==> src/rtl/hazard_stall_ctrl.sv <==
// Decode-stage interlock: a three-slot destination scoreboard (EX/MEM/WB) drives stall/bubble,
// squashes wrong-path decode on flush, and drains the pipeline after HALT.
module hazard_stall_ctrl (
    input  logic       clk,
    input  logic       rst,
    input  logic       idValid,
    input  logic       rd1Used,
    input  logic       rd2Used,
    input  logic [2:0] read1Sel,
    input  logic [2:0] read2Sel,
    input  logic       regWrt,
    input  logic [2:0] writeReg,
    input  logic       halt,
    input  logic       flush,
    output logic       stall,
    output logic       bubble,
    output logic       haltDone,
    output logic [1:0] pending,
    output logic       err
);

    typedef enum logic [1:0] {
        ST_RUN    = 2'd0,
        ST_DRAIN  = 2'd1,
        ST_HALTED = 2'd2
    } state_t;

    state_t          state_q, state_d;
    logic [2:0]      v_q, v_d;          // bit 0 = EX, 1 = MEM, 2 = WB
    logic [2:0][2:0] dst_q, dst_d;
    logic [1:0]      pending_q, pending_d;
    logic            halt_done_q, halt_done_d;
    logic            err_q, err_d;

    logic            run_s;
    logic            hazard_s;
    logic            stall_s;
    logic            err_set_s;

    function automatic logic slot_match(input logic [2:0] sel,
                                        input logic [2:0] v,
                                        input logic [2:0][2:0] dst);
        logic hit;
        hit = 1'b0;
        for (int i = 0; i < 3; i++) begin
            if (v[i] && (dst[i] == sel)) begin
                hit = 1'b1;
            end else begin
                hit = hit;
            end
        end
        return hit;
    endfunction

    function automatic logic [1:0] popcount3(input logic [2:0] v);
        return {1'b0, v[0]} + {1'b0, v[1]} + {1'b0, v[2]};
    endfunction

    // Hazard detection, stall/bubble, scoreboard shift and next-state logic.
    always_comb begin
        run_s     = (state_q == ST_RUN);
        // No bypass or forwarding: a match in any slot, WB included, is a hazard.
        hazard_s  = idValid & ((rd1Used & slot_match(read1Sel, v_q, dst_q)) |
                               (rd2Used & slot_match(read2Sel, v_q, dst_q)));
        stall_s   = (state_q == ST_DRAIN) | (state_q == ST_HALTED) |
                    (run_s & hazard_s & ~flush);
        err_set_s = (flush & ~run_s) | (~idValid & (rd1Used | rd2Used));

        v_d       = {v_q[1:0], idValid & regWrt & ~stall_s & ~flush & run_s};
        dst_d     = {dst_q[1], dst_q[0], writeReg};
        pending_d = popcount3(v_d);
        err_d     = err_q | err_set_s;

        state_d = state_q;
        case (state_q)
            ST_RUN: begin
                if (idValid && halt && !hazard_s && !flush) begin
                    state_d = ST_DRAIN;
                end else begin
                    state_d = ST_RUN;
                end
            end
            ST_DRAIN: begin
                if (v_q == 3'b000) begin
                    state_d = ST_HALTED;
                end else begin
                    state_d = ST_DRAIN;
                end
            end
            ST_HALTED: state_d = ST_HALTED;
            default:   state_d = ST_RUN;
        endcase
        halt_done_d = (state_d == ST_HALTED);
    end

    // State, scoreboard and registered status update with synchronous reset.
    always_ff @(posedge clk) begin
        if (rst) begin
            state_q     <= ST_RUN;
            v_q         <= 3'b000;
            dst_q       <= '0;
            pending_q   <= 2'd0;
            halt_done_q <= 1'b0;
            err_q       <= 1'b0;
        end else begin
            state_q     <= state_d;
            v_q         <= v_d;
            dst_q       <= dst_d;
            pending_q   <= pending_d;
            halt_done_q <= halt_done_d;
            err_q       <= err_d;
        end
    end

    assign stall    = stall_s;
    assign bubble   = stall_s | flush;
    assign haltDone = halt_done_q;
    assign pending  = pending_q;
    assign err      = err_q | err_set_s;

endmodule

==> config.mk <==
export PLATFORM = sky130hd
export DESIGN_NAME = hazard_stall_ctrl
export DESIGN_NICKNAME = d
export VERILOG_FILES = /design/src/rtl/hazard_stall_ctrl.sv
export SDC_FILE = /design/constraint.sdc
export NUM_CORES = 1
export LEC_CHECK = 0
export CAP_MARGIN = 20
export CORE_MARGIN = 4
export CORE_UTILIZATION = 40
export CTS_BUF_LIST = sky130_fd_sc_hd__clkbuf_4 sky130_fd_sc_hd__clkbuf_8
export CTS_CLUSTER_DIAMETER = 120
export DETAILED_ROUTE_END_ITERATION = 10
export GPL_ROUTABILITY_DRIVEN = 0
export PLACE_DENSITY = 0.65
export SYNTH_ARGS = -nofsm -noshare
export SYNTH_HDL_FRONTEND = slang
export SYNTH_SLANG_ARGS = --single-unit
==> constraint.sdc <==
create_clock -name clk -period 2.63 [get_ports clk]
set_input_delay 0.789 -clock clk [delete_from_list [all_inputs] [get_ports clk]]
set_output_delay 0.789 -clock clk [all_outputs]
set_load 0.03 [all_outputs]
Word-level counts from Yosys, hierarchy flattened
Cells that the tools add are included.
{ "totals": {"ramBits": 0, "wordCells": 63, "n_memories": 0, "input_bits": 17, "romBits": 0, "latchBits": 0, "register_bits": 18, "output_inout_bits": 6} }
{ "op_classes": {"eq_ne": 9, "shift": 0, "div": 0, "n_reduce_logical": 13, "n_addsub": 2, "order_cmp": 0, "n_mul": 0, "n_mux": 9, "bitwise_logic": 22} }
{ "op_table": {"columns": ["operator", "n"], "rows": [
  ["$eq A3 B3 Y1", 6],
  ["$and A1 B1 Y1", 11],
  ["$logic_and A1 B1 Y1", 9],
  ["$mux W1", 7],
  ["$or A1 B1 Y1", 7],
  ["$pmux W2 S3", 1],
  ["$eq A2 B2 Y1 const B", 2],
  ["$not A1 Y1", 4],
  ["$logic_not A3 Y1", 1],
  ["$add A1 B1 Y2", 1],
  ["$add A2 B1 Y2", 1],
  ["$eq A2 B1 Y1 const B", 1],
  ["$logic_not A1 Y1", 2],
  ["$logic_not A2 Y1", 1],
  ["$mux W2", 1]
]} }

Longest topological paths before layout
Gate-level depths: netlist of run 1.
{ "logic_depth": {"ltp_word": 17, "depth_mapped": 7, "ltp_nobuf": 7} }

Worst setup path after synthesis of run 1
OpenSTA, ideal clock, no wires.
{ "synth_timing": {"path_type": "input -> output", "startpoint": "input read1Sel[1]", "endpoint": "output bubble", "path_stages": 5, "n_path_buf": 0, "arrival_time_ns": 1.917, "slack_ns": -0.076, "t_required_ns": 1.841, "cell_sequence": "xnor2_1 > nand4_1 > nand3_1 > a22oi_2 > o21ai_0"} }
{ "synth_via": {"elab_chain_cells": 12, "elab_cells_between_ends": 16, "classes_between": "eq/ne (3); mux (3); bitwise (7); reduce/logical (3)"} }
{ "synth_rtl": {"columns": ["item", "line_no", "rtl"], "rows": [
  ["from (decl)", "9", "input logic [2:0] read1Sel,"],
  ["$eq A3 B3 Y1", "46", "if (v[i] && (dst[i] == sel)) begin"],
  ["$logic_and A1 B1 Y1", "46", null],
  ["$mux W1 (2 in a row)", "46", null],
  ["$mux W1 (*)", "46", null],
  ["$and A1 B1 Y1 (*)", "63", "hazard_s = idValid & ((rd1Used & slot_match(read1Sel, v_q, dst_q)) |"],
  ["$or A1 B1 Y1 (*)", "63", null],
  ["$and A1 B1 Y1 (*)", "63", null],
  ["$and A1 B1 Y1 (*) (2 in a row)", "66", "(run_s & hazard_s & ~flush);"],
  ["$or A1 B1 Y1 (*)", "65", "stall_s = (state_q == ST_DRAIN) | (state_q == ST_HALTED) |"],
  ["$or A1 B1 Y1 (*)", "116", "assign bubble = stall_s | flush;"],
  ["to (decl)", "16", "output logic bubble,"]
]} }
Mark *: on every way between the ends. The rest lies on a longest branch, timed or not.

Worst setup path in the final report of run 1
{ "layout_timing": {"startpoint": "input read1Sel[0]", "endpoint": "output bubble"} }
Same word-level chain as after synthesis.

==> impl_metrics.yaml, run 1 <==
run_status:
  status: "finished clean"
timing:
  grt_setup_unrepaired: "no"
  worst_pin_slew_ns: 0.417
  finalCritPeriodShare: 0.973
  whs_ns: 0.513
  period_minus_slack_ns: 2.56
  timing.slew.headroom: 0.721
  fmax_mhz: 391
  setup_viol: 0
  skew_ns: 0.00642
  drv_slew: 0
  hold_viol: 0
detailed_routing:
  drt_first_pass_iters: 4
  ant_nets: 0
  drcViolationCount: 0
  vias: 707
  vias_per_cell: 4.84
  wl_per_cell_microns: 12.4
  first_iter_violations: 18
  wl_microns: 1820
cts:
  cts_root_buffer: "clkbuf_4"
  holdBufCountCts: 0
  clock-sinks: 18
  numCtsBuffers: 3
  clk_pin_slew_ns: 0.10
  clk_path_buf_depth: 2
  clock_latency_ns: 0.30
  cts_tree: "done"
  htree_levels: 1
critical_path:
  max_stage_delay_ns: 0.23
  cp-startpoint: "read1Sel[0]"
  r2r_cells: 10
  cpMostUsedCell: "buf_4"
  crit_path_end_kind: "output pin"
  reg2reg_to: "pending[0]"
  slowest_stage: "a22oi_2"
  critPathRequiredTime_ns: 1.84
  critPathLaunchType: "input port"
  reg2reg_slack_ns: 0.41
  arrival_ns: 1.77
  worstReg2RegStart: "dst_d[8]"
  cp_cell_sequence: "buf_4 > xnor2_2 > nand4_1 > nand3_2 > a22oi_2 > o21ai_1 > buf_4"
  worstSetupPathType: "input port to output pin"
  cp_max_fo: 3
yosys:
  ys_top_cells_by_count: "18 x dfxtp_1, 18 x xnor2_1, 15 x nor2b_1, 6 x nand4_1, 4 x inv_1"
  postSynth.asyncResetShare: 0
  yosysTopAreaCellShare: 0.416
  synth_mux_area_frac: 0
  syn_area_sq_um: 867
  synthSimpleGateAreaFrac: 0.247
  synth_ff_type: "dfxtp_1"
  synth_compound_area_frac: 0.0678
  syn_area_per_cell_sq_um: 9.74
  synth_edf_count: 0
  yosysWarnings: 0
  synth-xor-area-share: 0.182
  syn-num-nets: 110
  synthCells: 89
  ys_seq_elements: 18
  synthTopCellsByArea: "dfxtp_1 42%, xnor2_1 18%, nor2b_1 11%"
  seq_area_frac_synth: 0.416
  synth-adder-area-share: 0.0664
  synth_top_family_by_area: "simple AND/OR/NAND/NOR gates"
  ys_types: 22
  yosys.area.top_type: "dfxtp_1"
cells_and_area:
  finalNetCount: 141
  area_growth_pct: 42.6
  fillers: 177
  multiInputGateArea_sq_um: 566
  drive_above_1_share: 0.269
  antenna_cells: 0
  regArea_sq_um: 360
  stdcell_count: 146
global_routing:
  first_global_vias: 695
  gr-total-overflow: 0
  antenna_found_initial: 0
  grt_max_degree: 12
  grt_pass1_wl_microns: 2950
  grt_usage: 0.141
  grtUsageMet3: 0.0545
  top_usage_layer: "met2"
  use_met2: 0.233
  met1_usage: 0.157
place:
  dp_hpwl_microns: 1430
  dp.cells: 140
  port_buffers: 22
floorplanning:
  num_rows: 16
  die_area_sq_um: 2980
  io_pins: 23
  die_w_microns: 54.6
  dieHeight_microns: 54.6
  core_area_sq_um: 2000
  start_util: 0.433
pwr:
  cellPowerDensity_nw_per_um2: 462
  ir_drop_mv: 0.316
  leakage_nw: 0.518
min_path:
  hold_depth: 2
  worstHoldPathType: "flop to flop"
  hp-start: "state_q[1]"
  whs_endpoint: "state_q[1]"
flow_run:
  cap_violations: 0
## how the worst max path moves through the flow
stage	to	slack [ns]	cells past startpoint
6_report	bubble	0.07	7
5_1_grt	err	0.0003	4
4_1_cts	stall	0.004	7
3_5_place_dp	stall	-0.33	7
3_3_place_gp	stall	-0.29	7
2_1_floorplan	stall	0.13	5
## critical path, delay by kind of cell
kind | cells | cell delay (ns)
AND/OR/NAND/NOR | 2 | 0.21
AO/OA/AOI/OAI | 2 | 0.33
XOR/XNOR | 1 | 0.13
buffers and inverters | 2 | 0.31
## timing repair
item | CTS | global route
gates resized for setup | 20 | 20
endpoints found under the setup margin | 3 | 3
pin swaps | 12 | 9
buffers inserted | 1 | 1
## per-layer routing
metal	vias up	wire, microns	share of wire
met1	323	772	0.43
met2	18	896	0.49
li1	358	-	-
met5	-	0	0
met3	8	87	0.048
met4	0	58	0.032
## through the flow
stage	power [W]	setup slack [ns]	instance area (sq um)	TNS (ns)	utilization
final	0.000572	0.0715	1240	0	0.618
after global routing	0.000599	0.000303	1240	0	0.618
after CTS	0.000572	0.00392	1200	0	0.599
after detailed placement	0.000403	-0.325	1130	-1.20	0.566
after global placement	0.000401	-0.288	1130	-1.04	0.566
after floorplan	0.000351	0.133	867	0	-
## logic make-up after synthesis
| kind of cell | count (synthesis) |
|---|---|
| AOI/OAI and AO/OA | 9 |
| xor gates and xnor gates | 18 |
| adders and majority gates | 4 |
| buffers and inverters | 5 |
| DFF | 18 |
| and+or+nand+nor | 35 |
## registers in the layout, summed over array words and instances (netlist names)
name	count
v_q	3
dst_d	6
pending	2
dst_q	3
state_q	2
haltDone	1
err_q	1
## area by class of cell
type	count	area share
Tap cell	27	0.0273
Inverter	4	0.0121
Sequential cell	18	0.291
Timing Repair Buffer	27	0.182
Clock buffer	4	0.0294
Multi-Input combinational cell	66	0.457
## report_power, final
group          total [W]  switching (W)  internal (W)
Clock           0.000168      0.0000831     0.0000845
Combinational   0.000111      0.0000494     0.0000621
Sequential      0.000293     0.00000999      0.000283
## layout by cell type, fill, tap and decap left out, types with 2 or more instances in the layout
cell type,count
inv_1,4
xnor2_2,9
ha_1,3
nor2b_1,15
nor2_1,2
nand3_2,2
clkbuf_4,3
nor3b_1,2
nor3_1,2
clkdlybuf4s50_1,12
xnor2_1,9
nand4_1,6
dfxtp_1,18
buf_2,5
a21oi_1,3
buf_4,9
o21ai_0,2
(Power assumes the default switching activity.)
==> inputs of run 2 (changes only) <==
- SKIP_CTS_REPAIR_TIMING: default -> 1
==> impl_metrics.yaml, run 2 (synthesis results as in run 1) <==
run_status:
  status: "finished clean"
timing:
  period_minus_slack_ns: 2.56
  worst_pin_slew_ns: 0.417
  worst_slack_ns: 0.0714
  tns_ns: 0
  timing.slew.headroom: 0.721
  finalCritPeriodShare: 0.973
  hold_viol: 0
  fmax_mhz: 391
  setup_viol: 0
  skew_ns: 0.00722
  drv_slew: 0
floorplanning:
  core_area_sq_um: 2000
  start_util: 0.433
  num_rows: 16
  die_area_sq_um: 2980
  io_pins: 23
  die_w_microns: 54.6
  dieHeight_microns: 54.6
cells_and_area:
  area_growth_pct: 38.8
  antenna_cells: 0
  drive_above_1_share: 0.186
  final_common_cell: "dfxtp_1"
  final_cell_mix: "18 x dfxtp_1, 15 x xnor2_1, 15 x nor2b_1"
  finalNetCount: 140
  fillers: 172
  largest_register_ff_count: 6
cts:
  numCtsBuffers: 3
  clk_pin_slew_ns: 0.09
  clk_path_buf_depth: 2
  clock-sinks: 18
  cts_root_buffer: "clkbuf_4"
  cts_tree: "done"
  htree_levels: 1
  clock_latency_ns: 0.30
critical_path:
  arrival_ns: 1.77
  cp_top_family: "buffers and inverters"
  cp_max_fo: 3
  critPathBufInv: 2
  crit_path_end_kind: "output pin"
  max_stage_delay_ns: 0.21
  slowest_stage: "a22oi_2"
  cp_cell_sequence: "dlymetal6s2s_1 > xnor2_1 > nand4_1 > nand3_2 > a22oi_2 > o21ai_1 > buf_4"
  critPathRequiredTime_ns: 1.84
  critPathLaunchType: "input port"
  worstSetupPathType: "input port to output pin"
global_routing:
  first_global_vias: 678
  grt_pass1_wl_microns: 2860
  grt_usage: 0.137
  antenna_found_initial: 0
  grt_max_degree: 12
  gr-total-overflow: 0
detailed_routing:
  vias: 708
  drt_first_pass_iters: 4
  vias_per_cell: 4.88
  ant_nets: 0
  drcViolationCount: 0
  wl_microns: 1810
  first_iter_violations: 9
  wl_per_cell_microns: 12.5
pwr:
  cellPowerDensity_nw_per_um2: 472
  leakage_nw: 0.511
  power_w: 0.000568
  ir_drop_mv: 0.318
place:
  port_buffers: 22
  dp_hpwl_microns: 1430
  pre_cts_slack_ns: -0.325
min_path:
  worstHoldPathType: "flop to flop"
flow_run:
  cap_violations: 0
==> run 2: cell types whose count changed in the layout (fill, tap and decap cells not counted) <==
cell | before | now
xnor2_1 | 9 | 15
xnor2_2 | 9 | 3
buf_2 | 5 | 0
clkbuf_2 | 0 | 3
dlymetal6s2s_1 | 1 | 4
buf_4 | 9 | 7
o21ai_0 | 2 | 1
o21ai_1 | 1 | 2
==> run 2: cell type report <==
class | count | area, sq um | area share
tap | 27 | 33.8 | 0.0281
inverter | 4 | 15.0 | 0.0125
multi-input combinational | 66 | 520 | 0.432
sequential | 18 | 360 | 0.299
clock buffer | 4 | 36.3 | 0.0301
timing repair buffer | 26 | 238 | 0.198
==> run 2: worst paths after layout <==
check,to,slack (ns),cells after the start,start
setup / recovery,bubble,0.07,7,read1Sel[1]
hold / removal,dst_d[6],0.51,1,dst_d[3]
setup reg to reg,pending[0],0.55,9,dst_d[8]
hold reg to reg,dst_d[6],0.51,1,dst_d[3]
==> run 2: metal layers <==
metal | up-vias | track usage | wire length (microns)
li1 | 354 | - | -
met1 | 330 | 0.153 | 786
met2 | 18 | 0.223 | 881
met3 | 6 | 0.0490 | 94
met4 | 0 | 0.0747 | 45
met5 | - | 0 | 0
==> run 2: report_power, final <==
| part | leakage [nW] | switching [W] | total, W | internal, W |
|---|---|---|---|---|
| logic | 0.343 | 0.0000481 | 0.000106 | 0.0000583 |
| registers | 0.147 | 0.00000887 | 0.000292 | 0.000283 |
| clock network | 0.0210 | 0.0000851 | 0.000170 | 0.0000846 |
| total | 0.511 | 0.000142 | 0.000568 | 0.000426 |
==> run 2: stage by stage <==
stage,cell area [sq um],utilization,cells,hold slack [ns]
2_1_floorplan,867,-,89,0.462
3_5_place_dp,1130,0.566,140,0.502
5_1_grt,1200,0.601,145,0.521
3_3_place_gp,1130,0.566,140,0.491
4_1_cts,1170,0.584,144,0.514
6_report,1200,0.601,145,0.511
